<file path="src/rtl/csr_uart_tx.sv">
// csr_uart_tx: CSR-mapped UART transmitter with integrated FIFO, runtime config and tx-done interrupt
module csr_uart_tx #(
  parameter int          DataBits     = 8,
  parameter int          FifoDepth    = 8,
  parameter int          PrescWidth   = 16,
  parameter int          DefaultPresc = 867,
  parameter logic [11:0] DataAddr     = 12'h7C0,
  parameter logic [11:0] StatusAddr   = 12'h7C1,
  parameter logic [11:0] ConfigAddr   = 12'h7C2
) (
  input  logic        clk,
  input  logic        reset,
  input  logic        csr_enable,
  input  logic [11:0] csr_addr,
  input  logic [4:0]  rs1_zimm,
  input  logic [31:0] rs1_data,
  input  logic [2:0]  csr_op,
  output logic [31:0] csr_out,
  output logic        tx,
  output logic        irq_out
);
  localparam int AW = $clog2(FifoDepth);
  localparam int CW = AW + 1;
  localparam int BW = $clog2(DataBits);
  // config keeps only the implemented fields; other bits read as zero
  localparam logic [31:0] CfgMask = 32'h000F_0000 | ((32'd1 << PrescWidth) - 32'd1);
  typedef enum logic [2:0] {IDLE, START, DATA, PARITY, STOP} state_e;
  state_e                state_q;
  logic [31:0]           wdata, cfg_q, cfg_d, cfg_new;
  logic [DataBits-1:0]   mem_q [FifoDepth];
  logic [DataBits-1:0]   head, sh_q;
  logic [AW-1:0]         wr_q, rd_q;
  logic [CW-1:0]         cnt_q, cnt_d;
  logic [PrescWidth-1:0] presc_q, baud_q;
  logic [BW-1:0]         bit_q;
  logic wr_op, push, accept, pop, full, empty, busy, busy_d, tick, last_stop;
  logic ovf_q, ovf_d, irq_q, irq_d, tx_q, par_q, par_en_q, stop2_q, stop_idx_q;

  // CSR decode, FIFO bookkeeping and frame-sequencing handshakes
  always_comb begin
    wdata     = csr_op[2] ? 32'(rs1_zimm) : rs1_data;
    wr_op     = csr_enable && csr_op[1:0] != 2'b00;
    cfg_new   = csr_op[1:0] == 2'b01 ? wdata : csr_op[1:0] == 2'b10 ? cfg_q | wdata : cfg_q & ~wdata;
    cfg_d     = wr_op && csr_addr == ConfigAddr ? cfg_new & CfgMask : cfg_q;
    empty     = cnt_q == '0;
    full      = cnt_q == CW'(FifoDepth);
    busy      = state_q != IDLE;
    tick      = baud_q == '0;
    last_stop = state_q == STOP && tick && (!stop2_q || stop_idx_q);
    pop       = !empty && (state_q == IDLE || last_stop);
    busy_d    = pop || (busy && !last_stop);
    push      = csr_enable && csr_addr == DataAddr && csr_op[1:0] == 2'b01;
    accept    = push && (!full || pop);
    ovf_d     = push && !accept ? 1'b1 : wr_op && csr_addr == StatusAddr && wdata[3] ? 1'b0 : ovf_q;
    cnt_d     = cnt_q + CW'(accept) - CW'(pop);
    irq_d     = cfg_q[19] && cnt_d == '0 && !busy && !busy_d;
    head      = mem_q[rd_q];
    csr_out   = csr_addr == StatusAddr ? {16'b0, 8'(cnt_q), 4'b0, ovf_q, busy, full, empty} :
                csr_addr == ConfigAddr ? cfg_q : 32'b0;
  end

  // FIFO storage, written on every accepted push
  always_ff @(posedge clk) begin
    if (accept) mem_q[wr_q] <= wdata[DataBits-1:0];
  end

  // FIFO pointers, sticky overflow, configuration and interrupt
  always_ff @(posedge clk or negedge reset) begin
    if (!reset) begin
      wr_q  <= '0;
      rd_q  <= '0;
      cnt_q <= '0;
      ovf_q <= 1'b0;
      cfg_q <= 32'(DefaultPresc) & CfgMask;
      irq_q <= 1'b0;
    end else begin
      if (accept) wr_q <= wr_q + AW'(1);
      if (pop) rd_q <= rd_q + AW'(1);
      cnt_q <= cnt_d;
      ovf_q <= ovf_d;
      cfg_q <= cfg_d;
      irq_q <= irq_d;
    end
  end

  // Frame FSM: config is latched at frame start so mid-frame writes only affect the next frame
  always_ff @(posedge clk or negedge reset) begin
    if (!reset) begin
      state_q    <= IDLE;
      tx_q       <= 1'b1;
      sh_q       <= '0;
      presc_q    <= '0;
      baud_q     <= '0;
      bit_q      <= '0;
      par_q      <= 1'b0;
      par_en_q   <= 1'b0;
      stop2_q    <= 1'b0;
      stop_idx_q <= 1'b0;
    end else if (pop) begin
      state_q    <= START;
      tx_q       <= 1'b0;
      sh_q       <= head;
      presc_q    <= cfg_q[PrescWidth-1:0];
      baud_q     <= cfg_q[PrescWidth-1:0];
      par_en_q   <= cfg_q[17] ^ cfg_q[16];
      par_q      <= cfg_q[17] ^ (^head);
      stop2_q    <= cfg_q[18];
      stop_idx_q <= 1'b0;
    end else if (busy && !tick) begin
      baud_q <= baud_q - PrescWidth'(1);
    end else if (busy) begin
      baud_q <= presc_q;
      case (state_q)
        START: begin
          tx_q    <= sh_q[0];
          sh_q    <= sh_q >> 1;
          bit_q   <= '0;
          state_q <= DATA;
        end
        DATA: begin
          if (bit_q == BW'(DataBits - 1)) begin
            tx_q    <= par_en_q ? par_q : 1'b1;
            state_q <= par_en_q ? PARITY : STOP;
          end else begin
            tx_q  <= sh_q[0];
            sh_q  <= sh_q >> 1;
            bit_q <= bit_q + BW'(1);
          end
        end
        PARITY: begin
          tx_q    <= 1'b1;
          state_q <= STOP;
        end
        STOP: begin
          stop_idx_q <= 1'b1;
          if (last_stop) state_q <= IDLE;
        end
        default: state_q <= IDLE;
      endcase
    end
  end

  assign tx      = tx_q;
  assign irq_out = irq_q;
endmodule
</file>
<file path="config.mk">
export PLATFORM = sky130hd
export DESIGN_NAME = csr_uart_tx
export DESIGN_NICKNAME = d
export VERILOG_FILES = /design/src/rtl/csr_uart_tx.sv
export SDC_FILE = /design/constraint.sdc
export NUM_CORES = 1
export LEC_CHECK = 0
export ABC_AREA = 1
export CAP_MARGIN = 20
export CORE_MARGIN = 4
export CORE_UTILIZATION = 50
export DETAILED_ROUTE_END_ITERATION = 8
export GPL_TIMING_DRIVEN = 0
export PLACE_DENSITY = 0.75
export SLEW_MARGIN = 20
export SYNTH_ARGS = -nofsm -noshare
export SYNTH_HDL_FRONTEND = slang
export SYNTH_SLANG_ARGS = --single-unit
</file>
<file path="constraint.sdc">
create_clock -name clk -period 3.2 [get_ports clk]
set_input_delay 0.8 -clock clk [delete_from_list [all_inputs] [get_ports clk]]
set_output_delay 0.8 -clock clk [all_outputs]
set_load 0.005 [all_outputs]
</file>
==> insert_results.sql <==
INSERT INTO impl_metrics (metric_group, metric, value, unit) VALUES
('timing', 'timing.max_slew.rel_slack', '0.398', ''),
('layout', 'nFillCells', '1277', ''),
('run_status', 'violations', 'setup timing', ''),
('yosys', 'post_synth_xor_area_fraction', '0.0157', ''),
('yosys', 'synth_fa_ha_area_frac', '0.0186', ''),
('place', 'buffer_ports.inserted', '64', ''),
('worst_setup_path', 'r2r_start', 'baud_q[0]', ''),
('yosys', 'synthTopCellsByArea', 'sky130_fd_sc_hd__edfxtp_1 25%, sky130_fd_sc_hd__dfrtp_1 24%, sky130_fd_sc_hd__nand2_1 17%, sky130_fd_sc_hd__inv_1 6.0%, sky130_fd_sc_hd__nand3_1 4.1%', ''),
('routing', 'wirelength', '21000', 'um'),
('yosys', 'synth.area.mux_share', '0', ''),
('grt', 'grt_pass1_wl', '33500', 'um'),
('timing', 'tightest_slew', '0.900', 'ns'),
('cts', 'cts_hold_buffers', '0', ''),
('place', 'post_place_worst_slack', '-0.827', 'ns'),
('yosys', 'synth_simple_gate_area_frac', '0.271', ''),
('yosys', 'syn-cell-area', '7810', 'sq um'),
('routing', 'detail_route.drc_violations', '0', ''),
('cts', 'cts_htree_levels', '4', ''),
('layout', 'drive_gt1_frac', '0.146', ''),
('timing', 'final.setup_skew', '0.00872', 'ns'),
('die', 'core.rowCount', '45', ''),
('layout', 'final_cell_mix', '347 x sky130_fd_sc_hd__nand2_1, 122 x sky130_fd_sc_hd__inv_1, 76 x sky130_fd_sc_hd__dfrtp_1', ''),
('routing', 'via_count', '6902', ''),
('yosys', 'async_reset_ff_frac', '0.565', ''),
('die', 'die_w', '133', 'um'),
('run_status', 'status', 'finished with violations', ''),
('cts', 'insertion_delay', '0.43', 'ns'),
('routing', 'antenna_nets_post_route', '0', ''),
('layout', 'multi_input_area', '3220', 'sq um'),
('cts', 'clock_sinks', '147', ''),
('grt', 'globalRoute.totalOverflow', '0', ''),
('worst_setup_path', 'critPathMaxFanout', '8', ''),
('routing', 'detailed_routing_iteration_count_for_the_pre_antenna_repair_pass', '5', ''),
('layout', 'most_frequent_standard_cell_in_the_layout_excluding_fill_and_tap_cells', 'sky130_fd_sc_hd__nand2_1', ''),
('timing', 'fmax', '307', 'MHz'),
('yosys', 'synth_compound_area_frac', '0.0831', ''),
('routing', 'routedWlPerCell', '15.9', 'um'),
('yosys', 'synth_seq_area_share', '0.513', ''),
('yosys', 'largest_family_of_logic_cells_by_synthesized_area', 'simple AND/OR/NAND/NOR gates', ''),
('layout', 'areaGrowthSynthToFinish', '23.6', '%'),
('yosys', 'netlist.area_leader.share', '0.246', ''),
('timing', 'setup_violations', '18', ''),
('timing', 'finalCriticalPeriod', '3.26', 'ns'),
('yosys', 'postSynthRegisterBits', '147', ''),
('worst_setup_path', 'critical_path_arrival', '3.31', 'ns'),
('cts', 'clock_root_buffer', 'sky130_fd_sc_hd__clkbuf_16', ''),
('grt', 'grt_max_degree', '57', ''),
('die', 'die_height', '133', 'um'),
('yosys', 'synth_cells', '979', ''),
('yosys', 'ys.warnings.count', '0', ''),
('yosys', 'netlist.top_cell.by_area', 'sky130_fd_sc_hd__edfxtp_1', ''),
('timing', 'worst_slack', '-0.0608', 'ns'),
('flow_run', 'max_cap_violations', '0', ''),
('min_path', 'type_of_the_worst_min_delay_path', 'in2async', ''),
('cts', 'cts_tree', 'done', ''),
('yosys', 'post_synth.cell_area_avg', '7.98', 'sq um'),
('grt', 'number_of_antenna_violations_at_the_first_check_in_global_routing', '0', ''),
('yosys', 'synth_flop_cell', 'sky130_fd_sc_hd__dfrtp_1', ''),
('power', 'cellLeakagePower', '4.70', 'nW'),
('layout', 'ff_latch_area', '4010', 'sq um'),
('yosys', 'ys_types', '42', ''),
('grt', 'globalRouteTotalUtil', '0.240', ''),
('power', 'p_per_area', '453', 'nW/um^2'),
('layout', 'antenna_cells', '0', ''),
('worst_setup_path', 'r2r_cells', '20', ''),
('cts', 'clk_transition_reported_paths', '0.06', 'ns'),
('die', 'io_pins', '89', ''),
('routing', 'initialDrtViolationCount', '665', ''),
('timing', 'grt_setup_unrepaired', 'true', ''),
('timing', 'drv_slew', '0', ''),
('power', 'fin_total_pwr', '4.37', 'mW');
layer usage:
| layer | vias to the layer above | GRT usage | wire length [um] |
|---|---|---|---|
| met2 | 283 | 0.376 | 9810 |
| met3 | 46 | 0.0468 | 1520 |
| li1 | 3331 | - | - |
| met5 | - | 0.0194 | 45 |
| met1 | 3239 | 0.326 | 9030 |
| met4 | 3 | 0.101 | 607 |
cells by family after synthesis:
family | count (synthesis)
compound gates | 117
flops | 147
xor+xnor | 14
buf+inv | 177
other cells | 1
fa+ha+maj | 11
simple gates | 512
what timing repair did:
action | CTS | global route
resized for setup | 49 | 61
pin swaps | 10 | 10
setup endpoints to repair | 30 | 77
setup buffers | 14 | 4
cloned | 2 | 1
layout make-up:
class                           instances  area share
Tap cell                              211      0.0273
Buffer                                 48      0.0327
Inverter                              129      0.0503
Clock buffer                           17      0.0441
Timing Repair Buffer                   86      0.0782
Multi-Input combinational cell        666       0.333
Sequential cell                       147       0.415
Clock inverter                         15      0.0189
power by group:
group          total (mW)  switching [mW]  internal (mW)
combinational       0.283           0.161          0.122
clock                2.05           0.818           1.23
sequential           2.04          0.0330           2.00
total                4.37            1.01           3.36
synth_stat cells (7+ instances only):
cell	n
sky130_fd_sc_hd__o21ai_1	19
sky130_fd_sc_hd__o22ai_1	29
sky130_fd_sc_hd__inv_1	125
sky130_fd_sc_hd__a21oi_1	24
sky130_fd_sc_hd__clkbuf_1	15
sky130_fd_sc_hd__dfstp_2	7
sky130_fd_sc_hd__nor2_1	70
sky130_fd_sc_hd__buf_4	12
sky130_fd_sc_hd__xor2_1	7
sky130_fd_sc_hd__nand2_1	347
sky130_fd_sc_hd__ha_1	10
sky130_fd_sc_hd__nand3_1	64
sky130_fd_sc_hd__o21ai_0	37
sky130_fd_sc_hd__xnor2_1	7
sky130_fd_sc_hd__edfxtp_1	64
sky130_fd_sc_hd__dfrtp_1	76
sky130_fd_sc_hd__buf_2	14
stage by stage:
step	setup TNS (ns)	hold slack, ns	std cells	util	cell area [sq um]
after global routing	-5.57	0.318	1319	0.633	9650
after CTS	0	0.302	1314	0.629	9600
after global placement	-159.57	0.464	1265	0.574	8760
after detailed placement	-23.29	0.465	1266	0.576	8780
final	-0.940	0.295	1319	0.633	9650
after floorplan	0	0.449	990	-	7850
critical path: stages:
cell and delay, ns:
sky130_fd_sc_hd__clkdlybuf4s50_1 0.39, sky130_fd_sc_hd__nor2_1 0.11, sky130_fd_sc_hd__nand3_1 0.12, sky130_fd_sc_hd__nor2_2 0.20, sky130_fd_sc_hd__buf_4 0.14, sky130_fd_sc_hd__buf_4 0.09
sky130_fd_sc_hd__buf_4 0.09, sky130_fd_sc_hd__buf_4 0.09, sky130_fd_sc_hd__buf_4 0.10, sky130_fd_sc_hd__nand3_2 0.12, sky130_fd_sc_hd__inv_2 0.12, sky130_fd_sc_hd__nand3_1 0.18
sky130_fd_sc_hd__nor2_1 0.73
worst max-delay path by stage:
| stage | from | to | slack [ns] | cells after the start |
|---|---|---|---|---|
| floorplan | baud_q[0] | irq_out | 0.26 | 20 |
| detailed placement | csr_addr[9] | csr_out[0] | -0.83 | 6 |
| CTS | csr_addr[9] | csr_out[2] | 0.006 | 8 |
| finish | csr_addr[4] | mem_q[2][6] | -0.06 | 13 |
| global route | csr_addr[4] | mem_q[0][5] | -0.22 | 13 |
| global placement | reset | wr_q[2] | -1.77 | 1 |
No activity file was read; power rests on OpenSTA's default activity.
